`src/rtl/ila_mon_pkg.sv`:
```
// Shared types for the instruction-window monitor: sequencing states and
// the width of the completed-instruction counter.
package ila_mon_pkg;

    localparam int INSTR_CNT_W = 8;

    typedef enum logic [2:0] {
        IDLE  = 3'd0,
        START = 3'd1,
        RUN   = 3'd2,
        ENDED = 3'd3,
        DONE  = 3'd4
    } ila_state_e;

endpackage

```
`src/rtl/ila_mon_map_checker.sv`:
```
// Refinement-map comparator: masked mismatch reduction, sticky fail flag and,
// with ILA_MON_FAIL_LOG_EN defined, a first-mismatch capture log.
module ila_mon_map_checker
    import ila_mon_pkg::*;
#(
    parameter int NUM_MAP = 13,
    parameter int CNT_W   = 4
) (
    input  logic               clk,
    input  logic               rst,
    input  logic               compare_i,
    input  logic [NUM_MAP-1:0] map_eq_i,
    input  logic [NUM_MAP-1:0] map_en_i,
`ifdef ILA_MON_FAIL_LOG_EN
    input  logic [CNT_W-1:0]   cycle_cnt_i,
    output logic [NUM_MAP-1:0] fail_vec_o,
    output logic [CNT_W-1:0]   fail_cyc_o,
`endif
    output logic               fail_o
);

    logic [NUM_MAP-1:0] diff_s;
    logic               mismatch_s;
    logic               fail_d;
    logic               fail_q;

    // Mismatch only counts while the compare window is open.
    always_comb begin
        diff_s     = map_en_i & ~map_eq_i;
        mismatch_s = compare_i & (|diff_s);
        fail_d     = fail_q | mismatch_s;
    end

    // Sticky fail flag register.
    always_ff @(posedge clk or posedge rst) begin
        if (rst) begin
            fail_q <= 1'b0;
        end else begin
            fail_q <= fail_d;
        end
    end

    assign fail_o = fail_q;

`ifdef ILA_MON_FAIL_LOG_EN
    logic [NUM_MAP-1:0] fail_vec_d;
    logic [NUM_MAP-1:0] fail_vec_q;
    logic [CNT_W-1:0]   fail_cyc_d;
    logic [CNT_W-1:0]   fail_cyc_q;

    // Capture only the first mismatch after reset; later ones leave the log frozen.
    always_comb begin
        fail_vec_d = fail_vec_q;
        fail_cyc_d = fail_cyc_q;
        if (mismatch_s && !fail_q) begin
            fail_vec_d = diff_s;
            fail_cyc_d = cycle_cnt_i;
        end else begin
            fail_vec_d = fail_vec_q;
            fail_cyc_d = fail_cyc_q;
        end
    end

    // First-mismatch log registers.
    always_ff @(posedge clk or posedge rst) begin
        if (rst) begin
            fail_vec_q <= {NUM_MAP{1'b0}};
            fail_cyc_q <= {CNT_W{1'b0}};
        end else begin
            fail_vec_q <= fail_vec_d;
            fail_cyc_q <= fail_cyc_d;
        end
    end

    assign fail_vec_o = fail_vec_q;
    assign fail_cyc_o = fail_cyc_q;
`endif

endmodule

```
`src/rtl/ila_instr_window_monitor.sv`:
```
// Instruction-window monitor: issue/start/run/end sequencing with a saturating
// cycle counter and map check. ILA_MON_FAIL_LOG_EN adds the first-fail log ports.
module ila_instr_window_monitor
    import ila_mon_pkg::*;
#(
    parameter int CNT_W      = 4,
    parameter int MAX_CYCLES = 6,
    parameter int END_CYCLE  = 1,
    parameter int END2_CYCLE = 3,
    parameter int NUM_MAP    = 13,
    parameter int MULTI_SHOT = 0
) (
    input  logic                   clk,
    input  logic                   rst,
    input  logic                   issue_i,
    input  logic [NUM_MAP-1:0]     map_eq_i,
    input  logic [NUM_MAP-1:0]     map_en_i,
    output logic                   start_o,
    output logic                   started_o,
    output logic [CNT_W-1:0]       cycle_cnt_o,
    output logic                   iend_o,
    output logic                   ended_o,
    output logic                   end2_o,
    output logic                   ended2_o,
    output logic                   compare_o,
    output logic                   fail_o,
`ifdef ILA_MON_FAIL_LOG_EN
    output logic [NUM_MAP-1:0]     fail_vec_o,
    output logic [CNT_W-1:0]       fail_cyc_o,
`endif
    output logic [INSTR_CNT_W-1:0] instr_cnt_o
);

    localparam logic [CNT_W-1:0] MAX_CNT  = CNT_W'(MAX_CYCLES);
    localparam logic [CNT_W-1:0] END_CNT  = CNT_W'(END_CYCLE);
    localparam logic [CNT_W-1:0] END2_CNT = CNT_W'(END2_CYCLE);
    localparam logic             MULTI_EN = (MULTI_SHOT != 0);

    if (CNT_W < 1 || CNT_W > 30) begin : g_bad_cnt_w
        $error("CNT_W must be in 1..30");
    end
    if (MAX_CYCLES >= (1 << CNT_W)) begin : g_bad_max
        $error("MAX_CYCLES must be < 2**CNT_W");
    end
    if (END_CYCLE < 1) begin : g_bad_end
        $error("END_CYCLE must be >= 1");
    end
    if (END_CYCLE >= END2_CYCLE || END2_CYCLE > MAX_CYCLES) begin : g_bad_end2
        $error("Need END_CYCLE < END2_CYCLE <= MAX_CYCLES");
    end
    if (NUM_MAP < 1) begin : g_bad_num_map
        $error("NUM_MAP must be >= 1");
    end
    if (MULTI_SHOT != 0 && MULTI_SHOT != 1) begin : g_bad_multi
        $error("MULTI_SHOT must be 0 or 1");
    end

    ila_state_e             state_d;
    ila_state_e             state_q;
    logic [CNT_W-1:0]       cnt_d;
    logic [CNT_W-1:0]       cnt_q;
    logic                   start_d;
    logic                   start_q;
    logic                   started_d;
    logic                   started_q;
    logic                   ended_d;
    logic                   ended_q;
    logic                   ended2_d;
    logic                   ended2_q;
    logic [INSTR_CNT_W-1:0] instr_cnt_d;
    logic [INSTR_CNT_W-1:0] instr_cnt_q;
    logic                   iend_s;
    logic                   end2_s;
    logic                   compare_s;

    // End-point decodes and the compare window.
    always_comb begin
        iend_s    = (state_q == RUN) && (cnt_q == END_CNT);
        end2_s    = (state_q == ENDED) && (cnt_q == END2_CNT);
        compare_s = iend_s | ended_q;
    end

    // Sequencing next state; issue_i is only looked at in IDLE.
    always_comb begin
        state_d = state_q;
        case (state_q)
            IDLE: begin
                if (issue_i) begin
                    state_d = START;
                end else begin
                    state_d = IDLE;
                end
            end
            START: state_d = RUN;
            RUN: begin
                if (iend_s) begin
                    state_d = ENDED;
                end else begin
                    state_d = RUN;
                end
            end
            ENDED: begin
                if (end2_s) begin
                    state_d = MULTI_EN ? IDLE : DONE;
                end else begin
                    state_d = ENDED;
                end
            end
            DONE:    state_d = DONE;
            default: state_d = IDLE;
        endcase
    end

    // Counter, status flags and instruction count derived from the next state.
    always_comb begin
        cnt_d       = cnt_q;
        instr_cnt_d = instr_cnt_q;
        if (end2_s && MULTI_EN) begin
            cnt_d       = {CNT_W{1'b0}};
            instr_cnt_d = instr_cnt_q + INSTR_CNT_W'(1);
        end else if ((start_q || started_q) && (cnt_q != MAX_CNT)) begin
            cnt_d       = cnt_q + CNT_W'(1);
            instr_cnt_d = instr_cnt_q;
        end else begin
            cnt_d       = cnt_q;
            instr_cnt_d = instr_cnt_q;
        end
        start_d   = (state_d == START);
        started_d = (state_d == RUN) || (state_d == ENDED) || (state_d == DONE);
        ended_d   = (state_d == ENDED) || (state_d == DONE);
        ended2_d  = (state_d == DONE);
    end

    // State and output registers.
    always_ff @(posedge clk or posedge rst) begin
        if (rst) begin
            state_q     <= IDLE;
            cnt_q       <= {CNT_W{1'b0}};
            start_q     <= 1'b0;
            started_q   <= 1'b0;
            ended_q     <= 1'b0;
            ended2_q    <= 1'b0;
            instr_cnt_q <= {INSTR_CNT_W{1'b0}};
        end else begin
            state_q     <= state_d;
            cnt_q       <= cnt_d;
            start_q     <= start_d;
            started_q   <= started_d;
            ended_q     <= ended_d;
            ended2_q    <= ended2_d;
            instr_cnt_q <= instr_cnt_d;
        end
    end

    ila_mon_map_checker #(
        .NUM_MAP (NUM_MAP),
        .CNT_W   (CNT_W)
    ) u_map_checker (
        .clk         (clk),
        .rst         (rst),
        .compare_i   (compare_s),
        .map_eq_i    (map_eq_i),
        .map_en_i    (map_en_i),
`ifdef ILA_MON_FAIL_LOG_EN
        .cycle_cnt_i (cnt_q),
        .fail_vec_o  (fail_vec_o),
        .fail_cyc_o  (fail_cyc_o),
`endif
        .fail_o      (fail_o)
    );

    assign start_o     = start_q;
    assign started_o   = started_q;
    assign cycle_cnt_o = cnt_q;
    assign iend_o      = iend_s;
    assign ended_o     = ended_q;
    assign end2_o      = end2_s;
    assign ended2_o    = ended2_q;
    assign compare_o   = compare_s;
    assign instr_cnt_o = instr_cnt_q;

endmodule

```
`config.mk`:
```
export PLATFORM = sky130hd
export DESIGN_NAME = ila_instr_window_monitor
export DESIGN_NICKNAME = d
export VERILOG_FILES = /design/src/rtl/ila_mon_pkg.sv /design/src/rtl/ila_mon_map_checker.sv /design/src/rtl/ila_instr_window_monitor.sv
export SDC_FILE = /design/constraint.sdc
export NUM_CORES = 1
export LEC_CHECK = 0
export ABC_AREA = 1
export CELL_PAD_IN_SITES_DETAIL_PLACEMENT = 1
export CELL_PAD_IN_SITES_GLOBAL_PLACEMENT = 1
export CORE_MARGIN = 3
export CORE_UTILIZATION = 21
export DETAILED_ROUTE_END_ITERATION = 8
export GPL_TIMING_DRIVEN = 0
export PLACE_DENSITY = 0.73
export RECOVER_POWER = 50
export SLEW_MARGIN = 15
export SYNTH_ARGS = -nofsm -noshare
export SYNTH_HDL_FRONTEND = slang
export SYNTH_SLANG_ARGS = --single-unit
```
`constraint.sdc`:
```
create_clock -name clk -period 1.1 [get_ports clk]
set_clock_uncertainty 0.05 [all_clocks]
set_input_delay 0.11 -clock clk [delete_from_list [all_inputs] [get_ports clk]]
set_output_delay 0.11 -clock clk [all_outputs]
set_load 0.03 [all_outputs]
```
; ---- Word level (Yosys, flattened, before mapping)
; Index checks and enable logic that the tools add are counted.
[word_totals]
register_bits = 12
mem_bits_rw = 0
latchBits = 0
romBits = 0
memories = 0
out_inout_bits = 20
[op_classes]
mux = 4
n_reduce_logical = 9
eq_ne = 11
n_shift = 0
n_addsub = 1
order_cmp = 0
n_bitwise = 5
multipliers = 0
n_div = 0
[ops]
columns = op, count
row1 = one-hot mux 3 bit (5 select lines), 1
row2 = bitwise AND 13 bit, 1
row3 = inverter 13 bit, 1
row4 = OR reduction 13 bit, 1
row5 = equality test 3 x 2 -> 1 bit (second input constant), 4
row6 = equality test 3 x 1 -> 1 bit (second input constant), 2
row7 = equality test 3 bit (second input constant), 2
row8 = adder 4 x 1 -> 4 bit (second input constant), 1
row9 = equality test 4 x 1 -> 1 bit (second input constant), 1
row10 = equality test 4 x 2 -> 1 bit (second input constant), 1
row11 = logical OR 1 bit, 4
row12 = != test 4 x 3 -> 1 bit (second input constant), 1
row13 = logical AND 1 bit, 3
row14 = zero test 3 bit, 1
row15 = 2-to-1 mux 3 bit, 1
row16 = 2-to-1 mux 1 bit, 2
row17 = bitwise OR 1 bit, 2
row18 = bitwise AND 1 bit, 1

; ---- Depth between registers and ports, before layout
[depth]
ltp_word = 7
ltp_mapped = 9

; ---- Modules after synthesis
; Synthesis repeated with hierarchy kept, for this count alone.
[hier_totals]
cells_unflattened = 125
area_unflattened_um2 = 837.1
[by_module_without_submodules]
columns = module, seq_area_each_um2, n_inst, area_per_inst_um2, cells_per_inst
row1 = ila_instr_window_monitor, 275.3, 1, 641.9, 81
row2 = ila_mon_map_checker, 25.0, 1, 195.2, 44

; ---- Worst setup path after synthesis
; Ideal clock, no wire load.
[synth_path]
kind = register -> output
start = register cnt_q[1], in the netlist cycle_cnt_o[1]
end = output end2_o
stages_incl_launch_ff = 4
arrival_time_ns = 1.329
path_slack_ns = -0.389
cell_sequence = dfrtp_1 > ha_1 > nand3_2 > nor2_1
[synth_via]
elab_chain_cells = 2
[synth_rtl]
columns = item, line_no
row1 = "start, declared", ila_instr_window_monitor.sv:61  ; logic [CNT_W-1:0] cnt_q;
row2 = "start signal, assigned", ila_instr_window_monitor.sv:138  ; cnt_q <= {CNT_W{1'b0}};
row3 = "start signal, assigned", ila_instr_window_monitor.sv:146  ; cnt_q <= cnt_d;
row4 = equality test 4 x 2 -> 1 bit, ila_instr_window_monitor.sv:79  ; end2_s = (state_q == ENDED) && (cnt_q == END2_CNT);
row5 = logical AND 1 bit, ila_instr_window_monitor.sv:79
row6 = "end, declared", ila_instr_window_monitor.sv:23  ; output logic end2_o,
; No other way between the ends.

; ---- Worst setup path in the final report
[layout_path]
start = register cnt_q[2], in the netlist cycle_cnt_o[2]
end = output compare_o
[layout_via]
elab_chain_cells = 3
[layout_rtl]
columns = item, line_no
row1 = equality test 4 x 1 -> 1 bit, ila_instr_window_monitor.sv:78  ; iend_s = (state_q == RUN) && (cnt_q == END_CNT);
row2 = logical AND 1 bit, ila_instr_window_monitor.sv:78
row3 = bitwise OR 1 bit, ila_instr_window_monitor.sv:80  ; compare_s = iend_s | ended_q;
row4 = "end, declared", ila_instr_window_monitor.sv:25  ; output logic compare_o,
; No other way between the ends.

==> impl_metrics.yaml <==
status:
  run_status: "finished, violations left"
  violations: "setup timing"
final_layout:
  drive_gt1_share_pct: 34.1
  area_growth_pct: 94.2
  antenna-diode-count: 0
  fin_nets: 206
  fin_util_pct: 44.1
clocking:
  ctsHtreeMaxLevel: 1
  cts_tree: "yes"
  hold_buffers: 0
  clock_latency_ns: 0.24
  cts-root-buf: "clkbuf_8"
  cts_buffers: 3
  clock_sinks: 12
  clk_pin_slew_worst_paths_ns: 0.06
  clk_path_buf_depth: 2
setup_path:
  cp.arrival_ns: 1.25
  crit_type: "reg -> out"
  cp-end-kind: "output port"
  cp-start-kind: "flop"
  worstPathMaxFanout: 3
  cp.required_ns: 0.94
timing:
  maxSlewViolCount: 0
  setup_viol: 13
  fin_crit_sh_pct: 128
  hold_viol_final: 0
  grt_setup_unrepaired: "yes"
  holdWs_ns: 0.270
  min_period_ns: 1.41
  max_freq_mhz: 710
  setup_tns_ns: -2.42
  fin_ws_ns: -0.308
logic_synthesis:
  yosysSeqAreaShare_pct: 37.8
  ys_seq_elements: 12
  synth_top_area_share_pct: 37.8
  synth_edf_count: 0
  synth_area_sq_um: 795
  synth.area.top_cells: "dfrtp_1, inv_1, nand2_1"
  yosysTopAreaCell: "dfrtp_1"
  synth.distinct_cells: 17
  syn_inst: 111
  syn_area_per_cell_sq_um: 7.16
  ys_warn_count: 0
  synthTopCellsByCount: "inv_1, nand2_1, dfrtp_1"
  synth_most_common_cell: "inv_1"
  synth_ff_type: "dfrtp_1"
  async_flop_share_pct: 100
die:
  io_pins: 49
  core_sq_um: 3490
  start_util_pct: 22.7
  die_h_microns: 67.5
  die_x_microns: 67.5
  dieArea_sq_um: 4560
  rows: 21
grt:
  grt_max_degree: 13
  antenna_found_initial: 0
  track_usage_pct: 10.1
  grt_pass1_vias: 819
  grt_pass1_wl_microns: 3450
  grt-ovfl-total: 0
route:
  drt_wl_total_microns: 2230
  drt_iter0_drc: 14
  route.detailed.drc: 0
  antenna_left: 0
  vias: 832
  routedWlPerCell_microns: 10.2
  vias_per_cell: 3.80
  drt_pass1_iterations: 4
power_and_ir_drop:
  ir_worst_vdd_v: 0.000842
  leakage_nw: 0.796
  cellPowerDensity_nw_per_um2: 734
placed_design:
  post-place-ws_ns: -0.686
  hpwl_microns: 1740
  place_congestion: 0.723
  portBuffers: 40
job:
  cap_violations: 0
hold_path:
  min_path_type: "in -> async"
==> power breakdown <==
group | switching, mW | leakage (nW) | internal [mW]
logic | 0.0822 | 0.640 | 0.120
clock network | 0.171 | 0.0288 | 0.317
registers | 0 | 0.127 | 0.442
total | 0.254 | 0.796 | 0.879
==> state kept, by name (all words and copies together), names as in the netlist <==
name / flops
cycle_cnt_o: 4
ended2_o: 1
ended_o: 1
start_o: 1
started_o: 1
state_q: 3
u_map_checker.fail_o: 1
==> per-stage QoR <==
stage / instance area [sq um] / power, mW / instances
after detailed placement: 1330 / 0.654 / 204
after global placement: 1330 / 0.650 / 204
after global routing: 1540 / 1.19 / 219
after floorplan: 870 / 0.547 / 118
after CTS: 1500 / 1.15 / 217
final: 1540 / 1.13 / 219
==> area by class of cell <==
cell class                      instances  area [sq um]
Buffer                                  8          60.1
Clock buffer                            4          55.1
Fill cell                             429          1950
Inverter                               33           129
Multi-Input combinational cell         65           440
Sequential cell                        12           305
Tap cell                               46          57.6
Timing Repair Buffer                   51           495
==> cell families after synthesis <==
group                    Yosys count  share of synthesized area (%)
AND/OR/NAND/NOR                   45                           26.1
flip-flops                        12                           37.8
adder cells (fa/ha/maj)            3                           4.72
AO/OA/AOI/OAI                      6                           4.41
XOR/XNOR                           3                           3.31
other                              1                          0.472
buffers and inverters             41                           23.2
==> repair_timing <==
action | CTS | global route
setup endpoints to repair | 23 | 17
setup buffers | 9 | 4
pin swaps | 7 | 9
resized for setup | 76 | 9
==> layer usage <==
layer	vias up	wire length [microns]	GRT usage, %
met2	35	1100	17.9
met1	370	865	10.9
met4	0	11	2.28
met5	-	0	0
li1	425	-	-
met3	2	255	4.49
==> critical path: stages, from the launching register on <==
cell and delay [ns]:
dfrtp_2 0.43, nor2_4 0.19, nand4_4 0.16, nand2_4 0.09
buf_6 0.13
==> final timing paths <==
check,depth (start not counted),from,slack (ns),endpoint
worst min-delay path,2,rst,0.27,u_map_checker.fail_o
worst max register to register,7,cycle_cnt_o[1],-0.24,cycle_cnt_o[2]
min in group clk,3,issue_i,0.40,start_o
max in group asynchronous,2,rst,0.38,cycle_cnt_o[1]
worst min register to register,2,u_map_checker.fail_o,0.42,u_map_checker.fail_o
worst max-delay path,4,cycle_cnt_o[2],-0.31,compare_o
==> cell usage in the layout, fill, tap and decap left out, types with 3 or more instances in the layout <==
master	count
inv_1	27
nand2_4	3
xor2_1	3
buf_4	14
o21ai_1	3
conb_1	8
inv_2	4
nor2_1	4
nand2_1	27
clkdlybuf4s15_2	3
buf_6	10
clkbuf_8	4
nand3_1	3
dfrtp_2	4
buf_2	3
dfrtp_1	8
clkdlybuf4s50_1	27
ha_4	3
Note: power is estimated with default switching activity, not from simulation.
